[src/rtl/fir_stream_pkg.sv]
// Shared types and helpers for the FIR output-side sample serializer.
package fir_stream_pkg;

    localparam int unsigned DEF_DATA_WIDTH = 16;

    typedef enum logic [1:0] {
        ST_IDLE  = 2'd0,
        ST_SHIFT = 2'd1,
        ST_GAP   = 2'd2
    } ser_state_e;

    // Width needed to hold a count of 0..depth inclusive.
    function automatic int unsigned level_width(input int unsigned depth);
        return $clog2(depth) + 1;
    endfunction

endpackage

[src/rtl/sample_fifo.sv]
// Synchronous FIFO; a push into a full FIFO is accepted when a pop happens on the same edge.
module sample_fifo
    import fir_stream_pkg::*;
#(
    parameter int unsigned WIDTH = DEF_DATA_WIDTH,
    parameter int unsigned DEPTH = 4,
    localparam int unsigned LVL_W = level_width(DEPTH)
) (
    input  logic             clk,
    input  logic             rst,
    input  logic             push_i,
    input  logic [WIDTH-1:0] data_i,
    input  logic             pop_i,
    output logic [WIDTH-1:0] data_o,
    output logic             empty_o,
    output logic             drop_o,
    output logic [LVL_W-1:0] level_o,
    output logic [LVL_W-1:0] level_next_o
);

    localparam int unsigned PTR_W = $clog2(DEPTH);

    logic [WIDTH-1:0] mem_q [DEPTH];
    logic [PTR_W-1:0] wr_ptr_q, rd_ptr_q;
    logic [LVL_W-1:0] level_q, level_d;
    logic             full, empty, do_push, do_pop;

    assign full    = (level_q == LVL_W'(DEPTH));
    assign empty   = (level_q == '0);
    assign do_pop  = pop_i && !empty;
    assign do_push = push_i && (!full || do_pop);

    always_comb begin
        level_d = level_q;
        if (do_push && !do_pop) begin
            level_d = level_q + LVL_W'(1);
        end else if (do_pop && !do_push) begin
            level_d = level_q - LVL_W'(1);
        end
    end

    // Pointers wrap naturally because DEPTH is a power of two.
    always_ff @(posedge clk) begin
        if (rst) begin
            wr_ptr_q <= '0;
            rd_ptr_q <= '0;
            level_q  <= '0;
        end else begin
            if (do_push) wr_ptr_q <= wr_ptr_q + PTR_W'(1);
            if (do_pop)  rd_ptr_q <= rd_ptr_q + PTR_W'(1);
            level_q <= level_d;
        end
    end

    always_ff @(posedge clk) begin
        if (do_push) mem_q[wr_ptr_q] <= data_i;
    end

    assign data_o       = mem_q[rd_ptr_q];
    assign empty_o      = empty;
    assign drop_o       = push_i && !do_push;
    assign level_o      = level_q;
    assign level_next_o = level_d;

endmodule

[src/rtl/fir_sample_serializer.sv]
// Buffers FIR output samples and transmits each as a framed, MSB-first serial word.
module fir_sample_serializer
    import fir_stream_pkg::*;
#(
    parameter int unsigned DATA_WIDTH = DEF_DATA_WIDTH,
    parameter int unsigned FIFO_DEPTH = 4,
    parameter int unsigned CLK_DIV    = 2,
    localparam int unsigned LVL_W = level_width(FIFO_DEPTH)
) (
    input  logic                  clk,
    input  logic                  rst,
    input  logic                  valid_in,
    input  logic [DATA_WIDTH-1:0] data_in,
    input  logic                  clear_ovf,
    output logic                  sclk_out,
    output logic                  sdata_out,
    output logic                  frame_out,
    output logic                  busy,
    output logic                  overflow,
    output logic [LVL_W-1:0]      fifo_level
);

    localparam int unsigned BIT_W = $clog2(DATA_WIDTH);
    localparam int unsigned PH_W  = $clog2(CLK_DIV);

    ser_state_e            state_q, state_d;
    logic [BIT_W-1:0]      bit_q, bit_d;
    logic [PH_W-1:0]       phase_q, phase_d;
    logic [DATA_WIDTH-1:0] shreg_q, shreg_d;
    logic                  sclk_q, sclk_d, sdata_q, sdata_d, frame_q, frame_d;
    logic                  busy_q, busy_d, ovf_q, ovf_d;
    logic                  pop_c;

    logic [DATA_WIDTH-1:0] fifo_data;
    logic                  fifo_empty, fifo_drop;
    logic [LVL_W-1:0]      fifo_level_q, fifo_level_next;

    sample_fifo #(
        .WIDTH (DATA_WIDTH),
        .DEPTH (FIFO_DEPTH)
    ) u_fifo (
        .clk          (clk),
        .rst          (rst),
        .push_i       (valid_in),
        .data_i       (data_in),
        .pop_i        (pop_c),
        .data_o       (fifo_data),
        .empty_o      (fifo_empty),
        .drop_o       (fifo_drop),
        .level_o      (fifo_level_q),
        .level_next_o (fifo_level_next)
    );

    // Next-state and next-output logic; outputs derive from post-edge position.
    always_comb begin
        state_d = state_q;
        bit_d   = bit_q;
        phase_d = phase_q;
        shreg_d = shreg_q;
        pop_c   = 1'b0;
        ovf_d   = fifo_drop ? 1'b1 : (clear_ovf ? 1'b0 : ovf_q);

        case (state_q)
            ST_IDLE: begin
                if (!fifo_empty) begin
                    pop_c   = 1'b1;
                    shreg_d = fifo_data;
                    state_d = ST_SHIFT;
                    bit_d   = '0;
                    phase_d = '0;
                end
            end
            ST_SHIFT: begin
                if (phase_q == PH_W'(CLK_DIV - 1)) begin
                    phase_d = '0;
                    if (bit_q == BIT_W'(DATA_WIDTH - 1)) begin
                        state_d = ST_GAP;
                    end else begin
                        bit_d   = bit_q + BIT_W'(1);
                        shreg_d = {shreg_q[DATA_WIDTH-2:0], 1'b0};
                    end
                end else begin
                    phase_d = phase_q + PH_W'(1);
                end
            end
            ST_GAP: begin
                if (phase_q == PH_W'(CLK_DIV - 1)) begin
                    phase_d = '0;
                    if (!fifo_empty) begin
                        pop_c   = 1'b1;
                        shreg_d = fifo_data;
                        state_d = ST_SHIFT;
                        bit_d   = '0;
                    end else begin
                        state_d = ST_IDLE;
                    end
                end else begin
                    phase_d = phase_q + PH_W'(1);
                end
            end
            default: begin
                state_d = ST_IDLE;
                phase_d = '0;
            end
        endcase

        frame_d = (state_d == ST_SHIFT);
        sclk_d  = frame_d && (phase_d >= PH_W'(CLK_DIV / 2));
        sdata_d = frame_d && shreg_d[DATA_WIDTH-1];
        busy_d  = (state_d != ST_IDLE) || (fifo_level_next != '0);
    end

    always_ff @(posedge clk) begin
        if (rst) begin
            state_q <= ST_IDLE;
            bit_q   <= '0;
            phase_q <= '0;
            shreg_q <= '0;
            sclk_q  <= 1'b0;
            sdata_q <= 1'b0;
            frame_q <= 1'b0;
            busy_q  <= 1'b0;
            ovf_q   <= 1'b0;
        end else begin
            state_q <= state_d;
            bit_q   <= bit_d;
            phase_q <= phase_d;
            shreg_q <= shreg_d;
            sclk_q  <= sclk_d;
            sdata_q <= sdata_d;
            frame_q <= frame_d;
            busy_q  <= busy_d;
            ovf_q   <= ovf_d;
        end
    end

    assign sclk_out   = sclk_q;
    assign sdata_out  = sdata_q;
    assign frame_out  = frame_q;
    assign busy       = busy_q;
    assign overflow   = ovf_q;
    assign fifo_level = fifo_level_q;

endmodule

[config.mk]
export PLATFORM = sky130hd
export DESIGN_NAME = fir_sample_serializer
export DESIGN_NICKNAME = d
export VERILOG_FILES = /design/src/rtl/fir_stream_pkg.sv /design/src/rtl/sample_fifo.sv /design/src/rtl/fir_sample_serializer.sv
export SDC_FILE = /design/constraint.sdc
export NUM_CORES = 1
export LEC_CHECK = 0
export CORE_MARGIN = 2
export CORE_UTILIZATION = 50
export CTS_CLUSTER_DIAMETER = 30
export DETAILED_ROUTE_END_ITERATION = 12
export PLACE_DENSITY = 0.78
export RECOVER_POWER = 25
export SLEW_MARGIN = 5
export SYNTH_ARGS = -nofsm -noshare
export SYNTH_HDL_FRONTEND = slang
export SYNTH_SLANG_ARGS = --single-unit
[constraint.sdc]
create_clock -name clk -period 2.6 [get_ports clk]
set_input_delay 0.78 -clock clk [delete_from_list [all_inputs] [get_ports clk]]
set_output_delay 0.78 -clock clk [all_outputs]
set_load 0.01 [all_outputs]
---- Word-level counts from Yosys, hierarchy flattened ----
Memories as Yosys holds them, arrays and structs flattened. A register that Yosys moved wholly into a read port is not among the register bits.
Cells that the tools add are included.
storage, ports and cells
  flip-flop bits (word level) ............. 35
  memory bits (writable) .................. 64
  bits of input ports ..................... 20
  output and inout bits ................... 8
  logic and storage cells ................. 80
  memories ................................ 1
operators by class
  add/sub/neg operators ................... 6
  $lt $le $gt $ge ......................... 1
  equality and inequality tests ........... 8
  multiplexer cells ....................... 30
  reduce and logical (&&, ||, !) cells .... 21
memory list
  memory        depth  bits a word  rd ports  clocked after memory_dff  write ports  line               RTL
  u_fifo.mem_q  4      16           1         1                         1            sample_fifo.sv:23  logic [WIDTH-1:0] mem_q [DEPTH];
operators by type and width
  kind                   number
  $mux W16               4
  $pmux W16 S3           1
  $mux W4                4
  $mux W2                6
  $pmux W4 S3            1
  $mux W1                9
  $logic_and A1 B1 Y1    7
  $mux W3                2
  $ne A2 B2 Y1 const B   3
  $pmux W2 S3            1
  $reduce_bool A3 Y1     2
  $add A2 B1 Y2 const B  2
  $add A4 B1 Y4 const B  1
  $eq A2 B1 Y1 const B   2
  $eq A4 B4 Y1 const B   1
  $logic_not A1 Y1       4
  $pmux W1 S2            2
  $reduce_and A4 Y1      1
  $reduce_bool A2 Y1     2
  $add A3 B1 Y3 const B  1
  $eq A3 B3 Y1 const B   1
  $logic_not A3 Y1       1
  $sub A3 B1 Y3 const B  1
  $eq A2 B2 Y1 const B   1
  5 further kinds        6

---- Logic depth before layout (Yosys ltp) ----
Gate-level depths: netlist (run 1).
  depth in word-level cells ............... 13
  mapped depth ............................ 9
  gate-level depth less buffers ........... 7

---- Modules after synthesis ----
A second synthesis (run 1) with hierarchy kept.
second synthesis, totals
  cells, all modules ...................... 304
  area total of the unflattened synthesis .. 4,295.4 um2
modules (own cells, without submodules)
  module                 times used  cells an instance  area an instance (um2)  seq. area each (um2)
  sample_fifo            1           156                2,906.5                 2,102.0
  fir_sample_serializer  1           148                1,388.8                 560.5

---- Worst setup path after synthesis (run 1) ----
OpenSTA, ideal clock, no wires.
  path type ............................... in2reg
  start ................................... in valid_in
  end ..................................... mem u_fifo.mem_q[0][0] (netlist bit), enable pin
  library setup time ...................... 0.374 ns
  arrival ................................. 1.747 ns
  required time ........................... 2.226 ns
  setup slack ............................. 0.480 ns
  stages on the path ...................... 4
  buffers on the path ..................... 1
  cell sequence ........................... buf_2 -> inv_1 -> a31oi_2 -> and2_1
on the way
  longest elaborated chain between the ends .. 3
ends and longest elaborated chain
  element                        line                         RTL
  start: declaration             fir_sample_serializer.sv:12  input logic valid_in,
  $logic_and A1 B1 Y1            sample_fifo.sv:31            assign do_push = push_i && (!full || do_pop);
  $mux W1                        sample_fifo.sv:56            if (do_push) mem_q[wr_ptr_q] <= data_i;
  $mux W1 (implied by the code)  sample_fifo.sv:56
  end: declaration               sample_fifo.sv:23
Every way passes these cells.

---- Worst setup path in the final report (run 1) ----
  start ................................... reg u_fifo.level_q[1], in the netlist u_fifo.level_o[1]
  end ..................................... reg sdata_q, in the netlist sdata_out
on the way
  longest elaborated chain between the ends .. 6
  elaborated cells between the ends (all ways) .. 10
  classes of those cells .................. eq/ne: 1; mux: 7; reduce/logical: 2
ends and longest elaborated chain
  element                   line                          RTL
  start: declaration        sample_fifo.sv:25             logic [LVL_W-1:0] level_q, level_d;
  start signal: assignment  sample_fifo.sv:51             level_q <= level_d;
  $logic_not A3 Y1 (*)      sample_fifo.sv:29             assign empty = (level_q == '0);
  $mux W1                   fir_sample_serializer.sv:89   if (!fifo_empty) begin
  $mux W2                   fir_sample_serializer.sv:87   if (phase_q == PH_W'(CLK_DIV - 1)) begin
  $pmux W2 S3               fir_sample_serializer.sv:63   case (state_q)
  $eq A2 B1 Y1              fir_sample_serializer.sv:107  frame_d = (state_d == ST_SHIFT);
  $logic_and A1 B1 Y1 (*)   fir_sample_serializer.sv:109  sdata_d = frame_d && shreg_d[DATA_WIDTH-1];
  end signal: assignment    fir_sample_serializer.sv:130  sdata_q <= sdata_d;
  end: declaration          fir_sample_serializer.sv:30   logic sclk_q, sclk_d, sdata_q, sdata_d, frame_q, frame_d;
Mark *: on every way between the ends. The rest lies on a longest branch, timed or not. The select of a mux whose other input is x is not followed.
A chain may end at the register's enable or synchronous reset.

==> flow_summary.json, run 1 <==
{
  "path_cells": "inv_1, ha_1, and2b_1, buf_4, a21oi_1, o21ai_0, a2bb2oi_1, nor2_1",
  "stdcell_count": 467,
  "clkTransAtPathRegs_ps": 100,
  "setup_tns_ps": 0,
  "yosys.area.top_type_share_pct": 44.35,
  "final.setup_skew_ps": 9.245,
  "cts_tree": "yes",
  "drc_errors": 0,
  "required_ps": 2860,
  "worstSetupEndpointType": "register",
  "die_w_um": 97.09,
  "maxSlewViolCount": 0,
  "netlist_top_cells_count": "edfxtp_1, dfxtp_1, a21oi_1",
  "finalSetupViolCount": 0,
  "hold_viol": 0,
  "r2r-start": "u_fifo.level_o[1]",
  "core_um2": 8299,
  "synth_top_family_by_area": "compound AO/OA/AOI/OAI gates",
  "grt.total_usage_pct": 17.81,
  "r2r_cells": 8,
  "synth_mux_area_share_pct": 8.634,
  "portBuffers": 27,
  "num_rows": 33,
  "antenna_cells": 0,
  "ys_ff_latch": 101,
  "hold_path_class": "reg2reg",
  "drive_gt1_share_pct": 16.30,
  "syn_nets": 356,
  "grt_start_max_net_pins": 22,
  "switching_share_pct": 36.30,
  "grt.overflow.total": 0,
  "post_synth_xor_area_fraction_pct": 1.415,
  "powerDensity_nw_per_um2": 980.3,
  "p_seq_share_pct": 43.9,
  "synth-simple-area-share_pct": 9.010,
  "period_needed_ps": 2209,
  "ys_top_cells_by_area": "edfxtp_1, dfxtp_1, mux4_2",
  "intPower_uw": 3114,
  "cp-start-kind": "register",
  "critPathKind": "reg2reg",
  "clock.fmax_ghz": 0.4527,
  "cts_sinks": 101,
  "status": "complete, no violations",
  "die_h_um": 97.09,
  "comb_power_share_pct": 35.8,
  "endpoint": "sdata_out",
  "postRouteAntennaNets": 0,
  "synth_area_leader_cell": "edfxtp_1",
  "yosys.cell_count.top_type": "edfxtp_1",
  "die_area_um2": 9426,
  "max_cap_violations": 0,
  "grt_pass1_wl_um": 13380,
  "htree_levels": 3,
  "worstSetupStartpoint": "u_fifo.level_o[1]",
  "path_depth": 8,
  "synth_edf_count": 64,
  "numCtsBuffers": 9,
  "cpPeakStageDelay_ps": 470,
  "avgRoutedWirePerCell_um": 16.89,
  "firstDrtPassIters": 4,
  "async_flop_share_pct": 0,
  "ys_types": 51,
  "routed_via_density": 5.636,
  "synth_area_per_cell_um2": 13.41,
  "ys_seq_area_share_pct": 61.45,
  "vias": 2632,
  "clock_path_buffers": 2,
  "path_buf_inv": 2,
  "relSlewSlack_pct": 61.55,
  "cp_max_fo": 14,
  "dp_cells": 451,
  "cts_setup_buffers": 0,
  "routabilityCongestion": 0.7856,
  "fin_crit_sh_pct": 84.96,
  "rr_endpoint": "sdata_out",
  "cts-resized-gates": 0,
  "critPathTopFamily": "simple AND/OR/NAND/NOR gates",
  "leakage_uw": 0.001716,
  "peakVddDrop_uv": 414.4,
  "start_util_pct": 52.21,
  "dp_hpwl_um": 5429,
  "synth_compound_area_share_pct": 12.36,
  "grt_pass1_vias": 2735,
  "io_pins": 28,
  "clk_latency_ps": 370,
  "grt_setup_unrepaired": "no",
  "synth_area_um2": 4333,
  "cts_root_buf": "clkbuf_8",
  "worst_slew_pin_slew_ps": 576.7,
  "slowest_stage": "dfxtp_1",
  "syn_to_final_growth_pct": 15.10,
  "final_nets": 390,
  "yosys_warnings": 0,
  "drt-total-wl_um": 7888,
  "holdBufCountCts": 0,
  "reg2reg_slack_ps": 390,
  "cp.arrival_ps": 2470,
  "power.net_switching_uw": 1775,
  "antenna_found_initial": 0,
  "drtIter0Drc": 127,
  "synthAdderAreaFrac_pct": 4.014,
  "p_clk_share_pct": 20.4,
  "synthCells": 323,
  "synthFlopType": "edfxtp_1"
}
worst min-delay path by stage:
| stage | from | end | slack [ps] | cells past startpoint |
|---|---|---|---|---|
| after floorplan | bit_q[1] | bit_q[1] | 440 | 2 |
| after global placement | overflow | overflow | 460 | 2 |
| after detailed placement | overflow | overflow | 460 | 2 |
| final | overflow | overflow | 480 | 2 |
| after CTS | overflow | overflow | 480 | 2 |
| after global routing | overflow | overflow | 500 | 2 |
sequential cells by signal (all words and copies together), names as in the netlist, 2 cells and up, named ones only:
name / count
shreg_q: 16
u_fifo.mem_q: 64
u_fifo.rd_ptr_q: 2
bit_q: 4
u_fifo.wr_ptr_q: 2
state_q: 2
u_fifo.level_o: 3
routing by layer:
layer | global-route usage (%) | routed length [um]
met1 | 23.77 | 3522
met2 | 29.22 | 3872
met3 | 3.669 | 381
met4 | 6.284 | 112
met5 | 0 | 0
cell type report:
cell class / instances / area (um^2)
Timing Repair Buffer: 40 / 417.9
Fill cell: 650 / 3312
Inverter: 8 / 30.03
Clock inverter: 7 / 86.33
Clock buffer: 9 / 123.9
Tap cell: 105 / 131.4
Sequential cell: 101 / 2663
Multi-Input combinational cell: 197 / 1535
through the flow:
step	utilization, %	worst slack, ps	area (um^2)	power, uW	hold WS (ps)
global placement	57.56	180.1	4777	3857	458.7
floorplan	-	479.7	4333	3476	444.4
CTS	60.09	398.6	4987	4926	479.5
detailed placement	57.56	135.9	4777	3922	462.7
global route	60.09	199.6	4987	5207	498.9
finish	60.09	391.1	4987	4889	476.8
cells in the final DEF (no fill, tap or decap), types with 3 or more instances in the layout:
cell,n
nand2_1,35
dfxtp_1,37
o2bb2ai_1,15
nand3_1,3
and2_1,4
xor2_1,4
nor3_1,4
xnor2_1,3
ha_1,13
nand2b_1,3
a21oi_1,36
mux4_2,16
buf_12,4
o21ai_0,3
clkinv_8,3
dlygate4sd3_1,14
clkbuf_8,9
inv_1,8
and2b_1,3
o21ai_1,5
buf_4,9
clkdlybuf4s50_1,13
edfxtp_1,64
nor2_1,18
worst reg2reg max path, stage by stage (launching register included):
cell	delay, ps
dfxtp_1	470
inv_1	120
ha_1	300
and2b_1	400
buf_4	280
a21oi_1	140
o21ai_0	100
a2bb2oi_1	220
nor2_1	70
kinds of logic after synthesis:
family | Yosys count
adder cells (fa/ha/maj) | 14
AO/OA/AOI/OAI | 77
buffers and inverters | 25
XOR/XNOR | 7
flip-flops | 101
AND/OR/NAND/NOR | 82
multiplexers | 17
power groups by stage:
stage / combinational, uW / sequential [uW] / clock (uW)
after floorplan: 1350 / 2130 / 0
after global placement: 1690 / 2170 / 0
after detailed placement: 1740 / 2180 / 0
after CTS: 1750 / 2140 / 1030
after global routing: 1940 / 2180 / 1090
final: 1750 / 2140 / 995
Power figures use the tool's default switching activity.
==> run 2: changes to the inputs <==
==> constraint.sdc (replaced) <==
create_clock -name clk -period 2.3 [get_ports clk]
set_input_delay 0.69 -clock clk [delete_from_list [all_inputs] [get_ports clk]]
set_output_delay 0.69 -clock clk [all_outputs]
set_load 0.01 [all_outputs]
==> run 2 against run 1 <==
Cell area increased by 0.35%. Combinational power increased by 14%. Final cell count increased by 0.64%.
==> flow_summary.json, run 2 (synthesized netlist as in run 1, its figures left out) <==
{
  "final_cell_mix": "edfxtp_1, dfxtp_1, a21oi_1",
  "num_rows": 33,
  "cts-resized-gates": 0,
  "avgRoutedWirePerCell_um": 16.96,
  "dp_hpwl_um": 5622,
  "max_flop_register": "u_fifo.mem_q",
  "clock.fmax_ghz": 0.4661,
  "hp-start": "bit_q[1]",
  "holdPathStages": 2,
  "grt_pass1_vias": 2555,
  "io_pins": 28,
  "required_ps": 1610,
  "drc_errors": 0,
  "r2r-start": "state_q[0]",
  "grt_pass1_wl_um": 12900,
  "drive_gt1_share_pct": 16.99,
  "routabilityCongestion": 0.7943,
  "total_power_uw": 5525,
  "setup_tns_ps": 0,
  "slowest_stage": "clkdlybuf4s50_1",
  "stdcell_count": 470,
  "finalSetupViolCount": 0,
  "drt-total-wl_um": 7969,
  "mostFrequentLayoutCell": "edfxtp_1",
  "r2r_cells": 7,
  "max_cap_violations": 0,
  "antenna_cells": 0,
  "die_w_um": 97.09,
  "final_nets": 393,
  "cp.arrival_ps": 1460,
  "grt_start_max_net_pins": 22,
  "reg2reg_slack_ps": 260,
  "path_buf_inv": 1,
  "path_cells": "clkdlybuf4s50_1",
  "start_util_pct": 52.21,
  "cpPeakStageDelay_ps": 590,
  "critPathKind": "reg2out",
  "core_um2": 8299,
  "grt.total_usage_pct": 17.51,
  "period_needed_ps": 2146,
  "path_depth": 1,
  "syn_to_final_growth_pct": 15.51,
  "die_area_um2": 9426,
  "fin_crit_sh_pct": 93.29,
  "grt_setup_unrepaired": "no",
  "cp_max_fo": 7,
  "postRouteAntennaNets": 0,
  "clk_latency_ps": 370,
  "holdBufCountCts": 0,
  "largest_reg_flops": 64,
  "die_h_um": 97.09,
  "numCtsBuffers": 9,
  "regArea_um2": 2663,
  "placed_cell_area_um2": 4800,
  "relSlewSlack_pct": 72.34,
  "critPathTopFamily": "buffers and inverters",
  "cts_sinks": 101,
  "worst_slew_pin_slew_ps": 414.3,
  "fillers": 625,
  "clkTransAtPathRegs_ps": 100,
  "dp_cells": 454,
  "grt.overflow.total": 0,
  "clock_path_buffers": 2,
  "rr_endpoint": "u_fifo.mem_q[3][10]",
  "comb_power_share_pct": 36.2,
  "intPower_uw": 3533,
  "worstSetupEndpointType": "primary output",
  "holdPathEnd": "bit_q[1]",
  "routed_via_density": 5.596,
  "hold_viol": 0,
  "peakVddDrop_uv": 607.6,
  "stdcell_area_um2": 5005,
  "worstSetupStartpoint": "u_fifo.level_o[2]",
  "p_clk_share_pct": 20.1,
  "power.net_switching_uw": 1992,
  "drtIter0Drc": 110,
  "vias": 2630,
  "cts_setup_buffers": 0,
  "cp-start-kind": "register",
  "htree_levels": 3,
  "largestRegisters": "u_fifo.mem_q x64, shreg_q x16, bit_q x4",
  "hold_path_class": "reg2reg",
  "cts_tree": "yes",
  "antenna_found_initial": 0,
  "switching_share_pct": 36.06,
  "portBuffers": 27,
  "maxSlewViolCount": 0,
  "status": "complete, no violations",
  "firstDrtPassIters": 4,
  "multi_input_area_um2": 1535,
  "leakage_uw": 0.001730,
  "cts_root_buf": "clkbuf_8",
  "powerDensity_nw_per_um2": 1104,
  "final.setup_skew_ps": 9.930,
  "p_seq_share_pct": 43.8
}
## run 2: cell types whose count changed in the layout (fill, tap and decap cells not counted), sizes merged
cell / previous run / this run
inv: 10 / 11
dlygate4sd3: 14 / 12
clkdlybuf4s50: 13 / 15
clkinv: 5 / 4
buf: 13 / 16
## run 2: power groups by stage
stage	Combinational, uW	Sequential, uW	Clock, uW
floorplan	1520	2410	0
global placement	1920	2440	0
detailed placement	1990	2450	0
CTS	2000	2420	1140
global route	2180	2450	1200
finish	2000	2420	1110
## run 2: final cells by class
type	count	share of cell area, %
inverter	8	0.6000
sequential	101	53.20
multi-input combinational	197	30.67
clock inverter	7	1.625
tap	105	2.625
clock buffer	9	2.475
timing repair buffer	43	8.800
## run 2: how the worst max path moves through the flow
stage,endpoint,slack [ps]
3_5_place_dp,u_fifo.mem_q[3][7],20
6_report,fifo_level[2],150
3_3_place_gp,u_fifo.mem_q[1][7],70
4_1_cts,fifo_level[2],170
2_1_floorplan,u_fifo.mem_q[0][0],270
5_1_grt,fifo_level[2],120
## run 2: worst register-to-register path, cell delays in order, from the launching register on
cell	delay, ps
dfxtp_1	450
inv_1	130
ha_1	300
a21oi_4	210
buf_4	200
a31oi_2	130
and2_1	220
buf_12	160
## run 2: metal layers
metal	GRT usage (%)	wire length, um	up-vias
li1	-	-	1277
met1	22.29	3602	1298
met2	30.13	4052	49
met3	4.460	254	6
met4	4.334	59	0
met5	0	0	-
## run 2: through the flow
stage / setup slack (ps) / utilization, % / hold WS [ps]
floorplan: 269.7 / - / 444.4
global placement: 68.83 / 57.83 / 461.4
detailed placement: 24.20 / 57.83 / 467.0
CTS: 165.1 / 60.30 / 487.0
global route: 122.8 / 60.30 / 504.1
finish: 154.3 / 60.30 / 480.0
==> run 3: changes to the inputs <==
--- a/config.mk
+++ b/config.mk
@@ -5,11 +5,12 @@
 export SDC_FILE = /design/constraint.sdc
 export NUM_CORES = 1
 export LEC_CHECK = 0
+export ABC_CLOCK_PERIOD_IN_PS = 2300
 export CORE_MARGIN = 2
-export CORE_UTILIZATION = 50
+export CORE_UTILIZATION = 41
 export CTS_CLUSTER_DIAMETER = 30
 export DETAILED_ROUTE_END_ITERATION = 12
-export PLACE_DENSITY = 0.78
+export PLACE_DENSITY = 0.68
 export RECOVER_POWER = 25
 export SLEW_MARGIN = 5
 export SYNTH_ARGS = -nofsm -noshare
==> run 3 against run 2 <==
Critical path type is now reg2reg. Largest power group unchanged. Non-clock buffer count unchanged. Register-to-register slack lost 60 ps. Highest routed layer unchanged. Via count is 0.80% lower.
==> flow_summary.json, run 3 (synthesized netlist as in run 1, its figures left out) <==
{
  "hold_viol": 0,
  "clk_latency_ps": 370,
  "grt.total_usage_pct": 14.11,
  "intPower_uw": 3533,
  "period_needed_ps": 2104,
  "drc_errors": 0,
  "largest_reg_flops": 64,
  "switching_share_pct": 36.00,
  "die_area_um2": 11410,
  "firstDrtPassIters": 4,
  "postRouteAntennaNets": 0,
  "maxSlewViolCount": 0,
  "final_util_pct": 49.12,
  "drt-total-wl_um": 7460,
  "antenna_found_initial": 0,
  "routabilityCongestion": 0.7941,
  "portBuffers": 27,
  "start_util_pct": 42.16,
  "grt_start_max_net_pins": 22,
  "powerDensity_nw_per_um2": 1093,
  "holdBufCountCts": 0,
  "cts_setup_buffers": 0,
  "critPathKind": "reg2reg",
  "cts_tree": "yes",
  "dp_hpwl_um": 5167,
  "comb_power_share_pct": 36.2,
  "r2r_cells": 8,
  "vias": 2609,
  "drive_gt1_share_pct": 16.99,
  "cp.arrival_ps": 2370,
  "holdPathStages": 2,
  "die_w_um": 106.8,
  "grt_pass1_vias": 2560,
  "p_clk_share_pct": 20.5,
  "clock.fmax_ghz": 0.4753,
  "power.net_switching_uw": 1987,
  "p_seq_share_pct": 43.3,
  "placed_cell_area_um2": 4838,
  "holdPathEnd": "overflow",
  "worstSetupEndpointType": "register",
  "peakVddDrop_uv": 558.9,
  "die_h_um": 106.8,
  "relSlewSlack_pct": 73.87,
  "cts_root_buf": "clkbuf_8",
  "clock_path_buffers": 2,
  "grt_setup_unrepaired": "no",
  "grt.overflow.total": 0,
  "max_flop_register": "u_fifo.mem_q",
  "final_cell_mix": "edfxtp_1, dfxtp_1, a21oi_1",
  "htree_levels": 3,
  "numCtsBuffers": 9,
  "clkTransAtPathRegs_ps": 110,
  "reg2reg_slack_ps": 200,
  "antenna_cells": 0,
  "stdcell_count": 501,
  "cp_max_fo": 16,
  "status": "complete, no violations",
  "cts-resized-gates": 0,
  "fillers": 922,
  "hold_path_class": "reg2reg",
  "dp_cells": 485,
  "mostFrequentLayoutCell": "edfxtp_1",
  "rr_endpoint": "sdata_out",
  "core_um2": 10280,
  "r2r-start": "state_q[1]",
  "largestRegisters": "u_fifo.mem_q x64, shreg_q x16, bit_q x4",
  "max_cap_violations": 0,
  "routed_via_density": 5.208,
  "final_nets": 393,
  "cts_sinks": 101,
  "avgRoutedWirePerCell_um": 14.89,
  "leakage_uw": 0.001731,
  "grt_pass1_wl_um": 12560,
  "stdcell_area_um2": 5049,
  "finalSetupViolCount": 0,
  "worst_slew_pin_slew_ps": 389.3,
  "cp-start-kind": "register",
  "io_pins": 28,
  "num_rows": 37,
  "syn_to_final_growth_pct": 16.52,
  "final.setup_skew_ps": 15.84,
  "drtIter0Drc": 79,
  "fin_crit_sh_pct": 91.48,
  "hp-start": "overflow",
  "required_ps": 2560,
  "setup_tns_ps": 0
}
run 3: final cells by class:
class                   instances  area [um^2]  share of cell area [%]
clock buffers                   9        123.9                   2.454
repair buffers                 43        440.4                   8.724
clock inverters                 7        86.33                   1.710
flip-flops and latches        101         2663                   52.74
inverters                       8        30.03                  0.5948
multi-input cells             197         1535                   30.41
well taps                     136        170.2                   3.371
run 3: worst max-delay path, stage by stage (launching register included):
cell and delay [ps]:
dfxtp_1 460, inv_1 110, ha_1 280, a21oi_4 270, buf_4 270, nor2_2 90
a22oi_1 220, a2bb2oi_1 220, nor2_1 70
run 3: routing by layer:
layer	GRT usage, %	part of all wire [%]	vias to the layer above
li1	-	-	1287
met1	18.63	46	1257
met2	23.16	49	57
met3	3.283	3.6	8
met4	4.545	1.3	0
met5	0	0	-
run 3: power by group through the flow:
stage | Combinational [uW] | Sequential, uW | Clock [uW]
after floorplan | 1520 | 2410 | 0
after CTS | 2010 | 2390 | 1170
after detailed placement | 2000 | 2430 | 0
final | 2000 | 2390 | 1130
after global placement | 1960 | 2420 | 0
after global routing | 2230 | 2430 | 1230
run 3: worst max path at each step:
stage,from,end,cells after the start
2_1_floorplan,valid_in,u_fifo.mem_q[0][0],4
5_1_grt,state_q[1],sdata_out,8
3_5_place_dp,valid_in,u_fifo.mem_q[1][7],5
3_3_place_gp,valid_in,u_fifo.mem_q[1][7],5
6_report,state_q[1],sdata_out,8
4_1_cts,u_fifo.level_o[2],fifo_level[2],1
run 3: stage by stage:
stage          hold slack (ps)  setup WS, ps  power (uW)
3_3_place_gp             458.8         46.26        4385
6_report                 480.2         196.1        5520
5_1_grt                  505.2         33.27        5887
4_1_cts                  484.2         201.9        5576
3_5_place_dp             466.5         2.105        4437
2_1_floorplan            444.4         269.7        3929
